**config.mk**
```make
export PLATFORM = sky130hd
export DESIGN_NAME = training_sequencer
export DESIGN_NICKNAME = d
export VERILOG_FILES = /design/src/rtl/training_sequencer_pkg.sv /design/src/rtl/training_sequencer.sv
export SDC_FILE = /design/constraint.sdc
export NUM_CORES = 1
export LEC_CHECK = 0
export ABC_AREA = 1
export CAP_MARGIN = 20
export CORE_ASPECT_RATIO = 1.2
export CORE_MARGIN = 1.5
export CORE_UTILIZATION = 50
export DETAILED_ROUTE_END_ITERATION = 16
export PLACE_DENSITY_LB_ADDON = 0.12
export RECOVER_POWER = 100
export SYNTH_ARGS = -nofsm -noshare
export SYNTH_HDL_FRONTEND = slang
export SYNTH_SLANG_ARGS = --single-unit
```
**constraint.sdc**
```tcl
create_clock -name clk -period 2.4 [get_ports clk]
set_input_delay 0.72 -clock clk [delete_from_list [all_inputs] [get_ports clk]]
set_output_delay 0.72 -clock clk [all_outputs]
set_load 0.01 [all_outputs]
```
**src/rtl/training_sequencer_pkg.sv**
```systemverilog
// training_sequencer_pkg
//   Constants and types shared by the training-set streamer and the
//   downstream marker-stripping / iteration-counting stage.
//   - DEFAULT_MARKER : end-of-sample marker word
//   - DEFAULT_EPOCHS : number of passes over the training set
//   - state_t        : streamer FSM state encoding
package training_sequencer_pkg;

  localparam int DEFAULT_MARKER = 342;
  localparam int DEFAULT_EPOCHS = 10000;

  typedef enum logic [2:0] {
    ST_IDLE  = 3'd0,
    ST_READ  = 3'd1,
    ST_LATCH = 3'd2,
    ST_SEND  = 3'd3,
    ST_MARK  = 3'd4,
    ST_DONE  = 3'd5
  } state_t;

endpackage

```
**src/rtl/training_sequencer.sv**
```systemverilog
// training_sequencer
//   Streams the training set out of a synchronous sample ROM, one word per
//   valid/ready handshake. After each sample it emits the marker word, and it
//   repeats the whole set for EPOCHS passes before raising done.
//
// Ports
//   clk          rising-edge clock
//   rst          asynchronous active-high reset
//   start        one-cycle pulse, starts a run from IDLE or DONE
//   rd_en        ROM read strobe (high only in READ)
//   rd_addr      ROM word address
//   rd_data      ROM data, valid the cycle after rd_en
//   data_out     stream word (MARKER while in MARK)
//   data_valid   data_out valid (SEND or MARK)
//   data_ready   downstream accepts the word
//   busy         run in progress
//   done         all epochs streamed, held until start or reset
//   epoch_count  completed epochs
//   collision    sticky: a ROM word equal to MARKER was seen
module training_sequencer
  import training_sequencer_pkg::*;
#(
  parameter int DATA_W      = 16,
  parameter int SAMPLE_LEN  = 8,
  parameter int NUM_SAMPLES = 4,
  parameter int EPOCHS      = DEFAULT_EPOCHS,
  parameter int MARKER      = DEFAULT_MARKER,
  parameter int ADDR_W      = (SAMPLE_LEN * NUM_SAMPLES > 1) ?
                              $clog2(SAMPLE_LEN * NUM_SAMPLES) : 1
) (
  input  logic              clk,
  input  logic              rst,
  input  logic              start,
  output logic              rd_en,
  output logic [ADDR_W-1:0] rd_addr,
  input  logic [DATA_W-1:0] rd_data,
  output logic [DATA_W-1:0] data_out,
  output logic              data_valid,
  input  logic              data_ready,
  output logic              busy,
  output logic              done,
  output logic [DATA_W-1:0] epoch_count,
  output logic              collision
);

  localparam int WORD_W = (SAMPLE_LEN > 1) ? $clog2(SAMPLE_LEN) : 1;
  localparam int SAMP_W = (NUM_SAMPLES > 1) ? $clog2(NUM_SAMPLES) : 1;

  localparam logic [WORD_W-1:0] WORD_LAST  = WORD_W'(SAMPLE_LEN - 1);
  localparam logic [SAMP_W-1:0] SAMP_LAST  = SAMP_W'(NUM_SAMPLES - 1);
  localparam logic [DATA_W-1:0] EPOCHS_V   = DATA_W'(EPOCHS);
  localparam logic [DATA_W-1:0] MARKER_V   = DATA_W'(MARKER);
  // A data word that would look like the marker is nudged down by one so
  // the downstream stage never sees a false end-of-sample.
  localparam logic [DATA_W-1:0] MARKER_ALT = DATA_W'(MARKER - 1);

  state_t              state_q, state_d;
  logic [ADDR_W-1:0]   addr_q, addr_d;
  logic [WORD_W-1:0]   word_q, word_d;
  logic [SAMP_W-1:0]   samp_q, samp_d;
  logic [DATA_W-1:0]   epoch_q, epoch_d;
  logic [DATA_W-1:0]   data_q, data_d;
  logic                collision_q, collision_d;

  always_ff @(posedge clk or posedge rst) begin
    if (rst) begin
      state_q     <= ST_IDLE;
      addr_q      <= '0;
      word_q      <= '0;
      samp_q      <= '0;
      epoch_q     <= '0;
      data_q      <= '0;
      collision_q <= 1'b0;
    end else begin
      state_q     <= state_d;
      addr_q      <= addr_d;
      word_q      <= word_d;
      samp_q      <= samp_d;
      epoch_q     <= epoch_d;
      data_q      <= data_d;
      collision_q <= collision_d;
    end
  end

  always_comb begin
    state_d     = state_q;
    addr_d      = addr_q;
    word_d      = word_q;
    samp_d      = samp_q;
    epoch_d     = epoch_q;
    data_d      = data_q;
    collision_d = collision_q;

    case (state_q)
      ST_IDLE, ST_DONE: begin
        if (start) begin
          addr_d      = '0;
          word_d      = '0;
          samp_d      = '0;
          epoch_d     = '0;
          collision_d = 1'b0;
          state_d     = ST_READ;
        end
      end

      ST_READ: state_d = ST_LATCH;

      ST_LATCH: begin
        if (rd_data == MARKER_V) begin
          data_d      = MARKER_ALT;
          collision_d = 1'b1;
        end else begin
          data_d = rd_data;
        end
        state_d = ST_SEND;
      end

      ST_SEND: begin
        if (data_ready) begin
          addr_d = addr_q + ADDR_W'(1);
          if (word_q != WORD_LAST) begin
            word_d  = word_q + WORD_W'(1);
            state_d = ST_READ;
          end else begin
            word_d  = '0;
            state_d = ST_MARK;
          end
        end
      end

      ST_MARK: begin
        if (data_ready) begin
          if (samp_q != SAMP_LAST) begin
            samp_d  = samp_q + SAMP_W'(1);
            state_d = ST_READ;
          end else begin
            // End of epoch: rewind to the first sample.
            samp_d  = '0;
            addr_d  = '0;
            epoch_d = epoch_q + DATA_W'(1);
            state_d = (epoch_d == EPOCHS_V) ? ST_DONE : ST_READ;
          end
        end
      end

      default: state_d = ST_IDLE;
    endcase
  end

  // Outputs are the registers themselves or decodes of the state register.
  assign rd_en       = (state_q == ST_READ);
  assign rd_addr     = addr_q;
  assign data_valid  = (state_q == ST_SEND) || (state_q == ST_MARK);
  assign data_out    = (state_q == ST_MARK) ? MARKER_V : data_q;
  assign busy        = (state_q != ST_IDLE) && (state_q != ST_DONE);
  assign done        = (state_q == ST_DONE);
  assign epoch_count = epoch_q;
  assign collision   = collision_q;

endmodule

```
# Yosys cells after proc, flatten, opt, wreduce, memory -nomap -nowiden
# Cells that the tools add are included.
# totals
reg_bits	46
in_bits	20
out_inout_bits	42
wordCells	70
# classes
addsub	4
eq_ne	15
n_mux	29
n_reduce_logical	15
# op_table
cell	n
16-bit 2-to-1 mux	5
16-bit case mux with 2 select lines	1
3-bit 2-to-1 mux	9
5-bit 2-to-1 mux	4
16-bit by 1-bit adder with 16-bit output, second input constant	1
16-bit by 14-bit equality test with 1-bit output, second input constant	1
16-bit by 9-bit equality test with 1-bit output, second input constant	1
3-bit case mux with 5 select lines	1
5-bit case mux with 3 select lines	1
2-bit != test, second input constant	6
3-bit AND reduction	4
3-bit by 2-bit equality test with 1-bit output, second input constant	2
3-bit equality test, second input constant	2
2-bit 2-to-1 mux	3
3-bit != test, second input constant	2
3-bit case mux with 2 select lines	1
2-bit nonzero test	3
3-bit nonzero test	2
5-bit by 1-bit adder with 5-bit output, second input constant	1
5-bit AND reduction	1
2-bit case mux with 2 select lines	1
4-bit AND reduction	1
3-bit by 1-bit adder with 3-bit output, second input constant	1
3-bit by 1-bit equality test with 1-bit output, second input constant	1
7 further kinds	8

# Depth between registers and ports, before layout
# Gate-level depths: netlist of run 1.
# logic_depth
ltp_word	6
mapped_depth	13
ltp_nobuf	13

# Worst setup path before layout of run 1
# No wires, ideal clock.
# synth_path
path_type	reg2out
start	reg state_q[0]
end	out data_out[0]
t_arrival_ps	1171
setup_slack_ps	509
path_stages_with_launch	6
n_path_buf	1
cell_sequence	dfrtp_1 nor2_2 nand2_2 inv_2 clkbuf_1 nor2_1
# synth_between
elab_chain_len	2
# synth_lines
element	line_no	rtl
from (decl)	training_sequencer.sv:57	state_t state_q, state_d;
from (signal assigned)	training_sequencer.sv:75	state_q <= state_d;
3-bit equality test	training_sequencer.sv:154	assign data_out = (state_q == ST_MARK) ? MARKER_V : data_q;
16-bit 2-to-1 mux	training_sequencer.sv:154	
to (decl)	training_sequencer.sv:37	output logic [DATA_W-1:0] data_out,
# No other way between the ends.

# Worst setup path in the final report of run 1
# layout_path
start	reg state_q[0]
end	out data_out[1]
# The elaborated chain is that of the path after synthesis.

==> summary.txt, run 1 <==
Power and ir drop
  – VDD IR max: 641 uV
  – Pwr Density: 826 nW/um2
  – Static leakage: 1.69 nW

Die
  – Die height: 81.7 um
  – Core ar.: 4940 um2
  – Die span in x: 68.5 um
  – Initial Utilization: 52.2%
  – Site Rows: 28
  – Die area: 5600 um2
  – IO Pins: 62

Placement
  – Placed cells: 470
  – Detail Placement HPWL: 4460 um
  – Placer's final routability congestion estimate: 0.792
  – Number of I/O port buffers: 61

Critical path
  – Crit Path Max Fanout: 7
  – R2R Setup Slk: 0.29 ns
  – Worst Setup Start Kind: register
  – R2R Path Start: epoch_count[1]
  – CP top delay family: buffers and inverters
  – RR Endpoint: state_q[2]
  – CP peak stage delay: 0.54 ns
  – CP endpoint kind: output port
  – Slowest cell on the critical path: clkdlybuf4s50_1
  – FF-to-FF path depth: 11
  – Crit-path cells: nor2_4, nand2_4, nand2_1, clkdlybuf4s50_1
  – Worst Path Buf+Inv: 1
  – Kind of critical path: reg2out
  – Crit path DAT: 1.61 ns
  – Critical path required time: 1.68 ns

Global route
  – First-pass GRT wire length: 9930 um
  – Total GRT Usage: 23.6%
  – Gr ovfl total: 0
  – Vias in the first global route: 2326
  – Met2 usage: 41.4%
  – Largest net degree at the start of global routing: 47
  – Initial antenna violation count: 0
  – Met1 usage: 26.2%
  – Busiest layer in global routing: met2
  – Met3 GRT Util: 6.16%

Timing
  – Tmin final: 2.33 ns
  – Fmax: 430 MHz
  – Rel. slew slack: 26.3%
  – Skew final: 0.00287 ns
  – Final-report setup violation count: 0
  – Final Hold Vio Count: 0
  – Unrepaired setup endpoints after global routing: no
  – TNS Setup: 0 ns
  – Final Cycle Share: 96.9%
  – Worst slew pin tran: 1.11 ns
  – Final slew viol count: 0

Layout
  – Ant diodes: 0
  – Commonest non-fill, non-tap cells in the layout: nand2_1, inv_1, dfrtp_1
  – Area Growth Syn to Fin: 28.4%
  – Commonest non-fill, non-tap cell in the layout: nand2_1
  – Fillers: 452
  – Layout cell share with drive strength beyond 1: 5.50%
  – Nets: 443
  – Non-Filler Instances: 478

Yosys
  – Synthesized area per cell: 7.39 um2
  – Sequential cell area fraction in the yosys report: 44.7%
  – Yosys warnings: 0
  – Synth Register Bits: 46
  – Cell area after synthesis: 2580 um2
  – Cells after Synth: 349
  – Cell variety after synth: 33
  – Syn nets: 374

Worst hold path
  – Hold endpoint: data_q[8]
  – HP Class: reg2reg
  – Hold path cells: 2
  – Hold_sp: data_q[8]

Clock tree
  – Clk Latency, worst-skew pair: 0.29 ns
  – Root buf cell: clkbuf_8
  – Worst-path clk slew: 0.08 ns
  – Htree depth: 2
  – Total CTS buffers: 5
  – CTS tree: built
  – Buffers from clock root to sink, at most: 2
  – Sink Count: 46

Drt
  – Total Wirelength: 5960 um
  – # DRC: 0
  – DR vias: 2427
  – Routed wire per std cell: 12.5 um
  – Vias per std cell: 5.08
  – DRT iter0 DRCs: 108
  – Drt first pass iters: 4
  – Number of routed nets with antenna violations: 0

Outcome
  – Outcome: complete, no violations

Run
  – Max Cap Viol: 0
==> routing by layer <==
| layer | routed length, um | vias up |
|---|---|---|
| met1 | 2470 | 1122 |
| li1 | - | 1237 |
| met4 | 129 | 0 |
| met2 | 3100 | 57 |
| met5 | 0 | - |
| met3 | 258 | 11 |
==> sequential cells by signal, indices dropped and copies added, names as in the netlist <==
name,count
data_q,16
epoch_count,16
rd_addr,5
state_q,3
word_q,3
samp_q,2
collision,1
==> where the power goes <==
| group | leakage, nW | total, W | internal, W | switching (W) |
|---|---|---|---|---|
| clock network | 0.0383 | 0.000440 | 0.000201 | 0.000239 |
| logic | 1.05 | 0.00123 | 0.000524 | 0.000710 |
| registers | 0.603 | 0.00106 | 0.000968 | 0.0000917 |
| total | 1.69 | 0.00273 | 0.00169 | 0.00104 |
==> synthesized netlist by cell type, drive strengths merged <==
master	instances	area share, %
o21ai	29	5.8
nor2	40	7.6
o22ai	7	1.7
a211oi	1	0.29
or2	1	0.24
ha	5	2.4
xnor2	1	0.34
a21oi	2	0.83
dfrtp	46	45
nand4	6	1.5
clkbuf	4	0.58
nor3	1	0.19
nand3b	2	0.58
mux2i	1	0.39
nor4	2	0.49
inv	52	7.7
nand3	26	5.2
nand2	117	18
buf	2	0.63
xor2	2	0.68
a22oi	2	0.58
==> cell families after synthesis <==
family | share of synthesized area (%)
flops | 44.7
simple gates | 33.4
fa+ha+maj | 2.43
mux | 0.388
buf+inv | 8.88
xor+xnor | 1.02
compound gates | 9.17
==> worst max-delay path by stage <==
stage / endpoint / from / cells past startpoint
detailed placement: data_out[8] / state_q[1] / 5
floorplan: data_out[0] / state_q[0] / 5
finish: data_out[1] / state_q[0] / 4
global route: epoch_count[2] / data_ready / 7
CTS: data_out[0] / state_q[0] / 5
global placement: data_out[8] / state_q[1] / 5
==> through the flow <==
stage | worst slack (ns) | hold slack, ns | total power (W) | instance area, um2 | util, %
after floorplan | 0.509 | 0.434 | 0.00184 | 2580 | -
after global placement | 0.151 | 0.473 | 0.00242 | 3310 | 66.9
after detailed placement | 0.118 | 0.476 | 0.00244 | 3310 | 66.9
after CTS | 0.0573 | 0.497 | 0.00289 | 3410 | 68.9
after global routing | 0.00346 | 0.532 | 0.00297 | 3310 | 67.0
final | 0.0736 | 0.491 | 0.00273 | 3310 | 67.0
==> worst min-delay path, delay by kind of cell (launching register included) <==
family | cells | cell delay, ns
DFF | 1 | 0.35
and+or+nand+nor | 2 | 0.11
==> final cells by class <==
| cell class | instances | area, um2 | area share, % |
|---|---|---|---|
| multi-input cells | 245 | 1150 | 34.8 |
| well taps | 60 | 75.1 | 2.27 |
| inverters | 52 | 203 | 6.12 |
| clock buffers | 7 | 76.3 | 2.31 |
| flip-flops and latches | 46 | 1150 | 34.8 |
| repair buffers | 68 | 652 | 19.7 |
==> repair_timing <==
item / 4_1_cts / 5_1_grt
setup endpoints to repair: 14 / 10
setup buffers: 1 / 0
pin swaps: 1 / 0
hold buffers: 0 / 0
resized for setup: 9 / 10
Note: power is estimated with default switching activity, not from simulation.
==> run 2, diff against run 1 <==
ABC_AREA = unset   (was 1)
==> run 2 against run 1 <==
Effect of this change:
- clock power up 10%
- synthesized area up 3.3%
- total power up 2.1%
- critical path depth up 1
- register-to-register slack better by 0.06 ns
- combinational power down 3%
- utilization up 1.6 points
==> summary.txt, run 2 <==
Clock tree
  – CTS tree: built
  – Post-CTS Hold Buffers: 0 (unchanged)
  – Sink Count: 46 (unchanged)
  – Worst-path clk slew: 0.08 ns (about the same)
  – Total CTS buffers: 5 (unchanged)
  – Htree depth: 2 (unchanged)
  – Clk Latency, worst-skew pair: 0.30 ns (about the same)
  – Buffers from clock root to sink, at most: 2 (unchanged)
  – Root buf cell: clkbuf_8

Layout
  – Commonest non-fill, non-tap cell in the layout: dfrtp_1
  – Commonest non-fill, non-tap cells in the layout: dfrtp_1, clkdlybuf4s50_1, nand2_1
  – Ant diodes: 0 (unchanged)
  – Layout cell share with drive strength beyond 1: 14.3% (+8.8 points)
  – Nets: 367 (-17%)
  – Area Growth Syn to Fin: 30.0%

Die
  – Die height: 82.9 um (+1.6%)
  – IO Pins: 62 (unchanged)
  – Core ar.: 5040 um2 (+2.1%)
  – Die span in x: 69.6 um (+1.6%)
  – Site Rows: 28 (unchanged)
  – Initial Utilization: 52.8% (+0.60 points)
  – Die area: 5770 um2 (+3.2%)

Critical path
  – Crit path DAT: 1.62 ns (about the same)
  – R2R Path Start: epoch_count[0]
  – CP top delay family: buffers and inverters
  – Critical path required time: 1.68 ns (about the same)
  – Crit-path cells: nor3b_4, buf_6, buf_4, or2_2, clkdlybuf4s15_2
  – Crit Path Max Fanout: 8 (+1)
  – CP peak stage delay: 0.40 ns (-0.14 ns)
  – Worst Setup Start Kind: register
  – Kind of critical path: reg2out
  – CP endpoint kind: output port
  – Slowest cell on the critical path: dfrtp_1
  – Worst Path Buf+Inv: 3 (+2)
  – CP startpoint: state_q[2]

Run
  – Max Cap Viol: 0 (unchanged)

Drt
  – Vias per std cell: 5.60 (+10%)
  – Number of routed nets with antenna violations: 0 (unchanged)
  – DRT iter0 DRCs: 138 (+28%)
  – Routed wire per std cell: 14.9 um (+19%)
  – # DRC: 0 (unchanged)
  – DR vias: 2256 (-7.0%)
  – Total Wirelength: 5990 um (+0.55%)
  – Drt first pass iters: 4 (unchanged)

Timing
  – Rel. slew slack: 47.4% (+21 points)
  – Unrepaired setup endpoints after global routing: no
  – Fmax: 427 MHz (-0.63%)
  – Final Cycle Share: 97.5% (+0.61 points)
  – Final-report setup violation count: 0 (unchanged)
  – Final slew viol count: 0 (unchanged)
  – Tmin final: 2.34 ns (+0.0147 ns)
  – Worst slew pin tran: 0.788 ns (-0.318 ns)
  – Final Hold Vio Count: 0 (unchanged)
  – TNS Setup: 0 ns (unchanged)
  – Skew final: 0.00800 ns (+0.00513 ns)

Global route
  – Met1 usage: 26.1% (about the same)
  – Vias in the first global route: 2207 (-5.1%)
  – Gr ovfl total: 0 (unchanged)
  – Total GRT Usage: 21.3% (-2.3 points)
  – Largest net degree at the start of global routing: 22 (-53%)
  – Initial antenna violation count: 0 (unchanged)
  – Met2 usage: 35.8% (-5.6 points)
  – First-pass GRT wire length: 10100 um (+1.9%)
  – Busiest layer in global routing: met2
  – Met3 GRT Util: 4.61% (-1.6 points)

Power and ir drop
  – Clk network pwr share: 17.3% (+1.2 points)
  – Pint: 0.00183 W (+8.2%)
  – Pwr Density: 806 nW/um2 (-2.4%)
  – Sequential Power Share: 40.0% (+1.2 points)
  – Combinational share of power: 42.6% (-2.5 points)
  – Static leakage: 1.54 nW (-9.0%)
  – VDD IR max: 470 uV (-27%)
  – Total power: 0.00279 W (+2.1%)
  – Net load switching power: 0.000960 W (-7.7%)
  – Switching Share: 34.4% (-3.7 points)

Yosys
  – Synth top area cells: dfrtp_1, mux2_1, nand2_1
  – Post-synth EDFFs: 0 (unchanged)
  – Synthesized area per cell: 9.90 um2 (+34%)
  – Yosys warnings: 0 (unchanged)
  – Cells after Synth: 269 (-23%)
  – Cell area after synthesis: 2660 um2 (+3.3%)
  – Top post-synthesis cells by count: dfrtp_1, nand2_1, o21ai_0
  – Cell variety after synth: 56 (+70%)
  – Cell with the most instances after synthesis: dfrtp_1
  – Post-synth top area cell: dfrtp_1
  – Async set-reset flop share out of synthesis: 100% (unchanged)
  – Most used DFF post-synth: dfrtp_1
  – Sequential cell area fraction in the yosys report: 43.2% (-1.4 points)
  – Top cell type's share of synthesized area: 43.2% (-1.4 points)
  – Syn nets: 294 (-21%)
  – Synth Register Bits: 46 (unchanged)

Placement
  – Placer's final routability congestion estimate: 0.812 (+2.6%)
  – Number of I/O port buffers: 61 (unchanged)
  – Detail Placement HPWL: 4350 um (-2.4%)

Worst hold path
  – HP Class: reg2reg
  – Hold_sp: data_q[4]

Outcome
  – Outcome: complete, no violations
[run 2: cell count changes in the layout (fill, tap and decap cells not counted), sizes merged, moves of 8 or more]
cell | previous run | this run
nor2 | 40 | 12
and3 | 0 | 8
nor2b | 0 | 13
mux2 | 0 | 14
nand3 | 26 | 15
dlygate4sd2 | 3 | 17
clkdlybuf4s50 | 24 | 39
inv | 51 | 10
nand2 | 117 | 22
dlygate4sd3 | 24 | 2
[run 2: path summary, 6_finish.rpt]
| kind | end | slack, ns | depth (start not counted) |
|---|---|---|---|
| hold reg to reg | data_q[4] | 0.49 | 1 |
| max in group asynchronous | rd_addr[3] | 0.55 | 3 |
| setup reg to reg | state_q[2] | 0.35 | 5 |
| min in group asynchronous | data_q[9] | 1.02 | 2 |
| setup / recovery | data_out[2] | 0.06 | 5 |
| hold / removal | data_q[4] | 0.49 | 1 |
[run 2: layout make-up]
| cell class | count | area [um2] |
|---|---|---|
| fill | 423 | 1580 |
| multi-input combinational | 199 | 1390 |
| sequential | 46 | 1150 |
| timing repair buffer | 80 | 712 |
| clock buffer | 7 | 86.3 |
| tap | 60 | 75.1 |
| inverter | 10 | 37.5 |
| clock inverter | 1 | 5.00 |
[run 2: repair_timing]
action                                  4_1_cts  5_1_grt
endpoints found under the setup margin       20        1
pin swaps                                     0        1
gates cloned                                  0        1
buffers inserted                              1        2
gates resized for setup                      27        6
[run 2: worst reg2reg max path: stages, from the launching register on]
cell	delay, ns
dfrtp_1	0.46
ha_1	0.26
or4bb_1	0.57
a211oi_2	0.22
o211ai_1	0.12
o41ai_2	0.31
[run 2: cell families (layout without fill, tap and decap cells)]
group           after synthesis  after routing  share of synthesized area, %
compound gates               66             66                          16.6
xor+xnor                     10             10                          3.29
fa+ha+maj                     5              5                          2.35
buf+inv                      24             98                          4.75
flops                        46             46                          43.2
mux                          15             15                          6.30
simple gates                103            103                          23.5
[run 2: per-layer routing]
layer / vias up / routed length, um / part of all wire, %
met3: 13 / 239 / 4.0
met4: 0 / 142 / 2.4
met2: 56 / 2940 / 49
met1: 1072 / 2670 / 45
met5: - / 0 / 0
li1: 1115 / - / -
[run 2: metrics by stage]
stage                     area [um2]  setup slack, ns  cells  util [%]  hold slack, ns
after floorplan                 2660            0.514    269         -           0.450
after global placement          3370            0.120    391      66.8           0.460
after detailed placement        3370            0.102    391      66.8           0.467
after CTS                       3450         0.000408    400      68.4           0.488
after global routing            3460          0.00928    403      68.6           0.503
final                           3460           0.0589    403      68.6           0.485
[run 2: power by group through the flow]
stage | Clock, W | Combinational [W] | Sequential (W)
after floorplan | 0 | 0.000740 | 0.00110
after global placement | 0 | 0.00130 | 0.00111
after detailed placement | 0 | 0.00131 | 0.00112
after CTS | 0.000503 | 0.00120 | 0.00111
after global routing | 0.000533 | 0.00131 | 0.00114
final | 0.000484 | 0.00119 | 0.00112
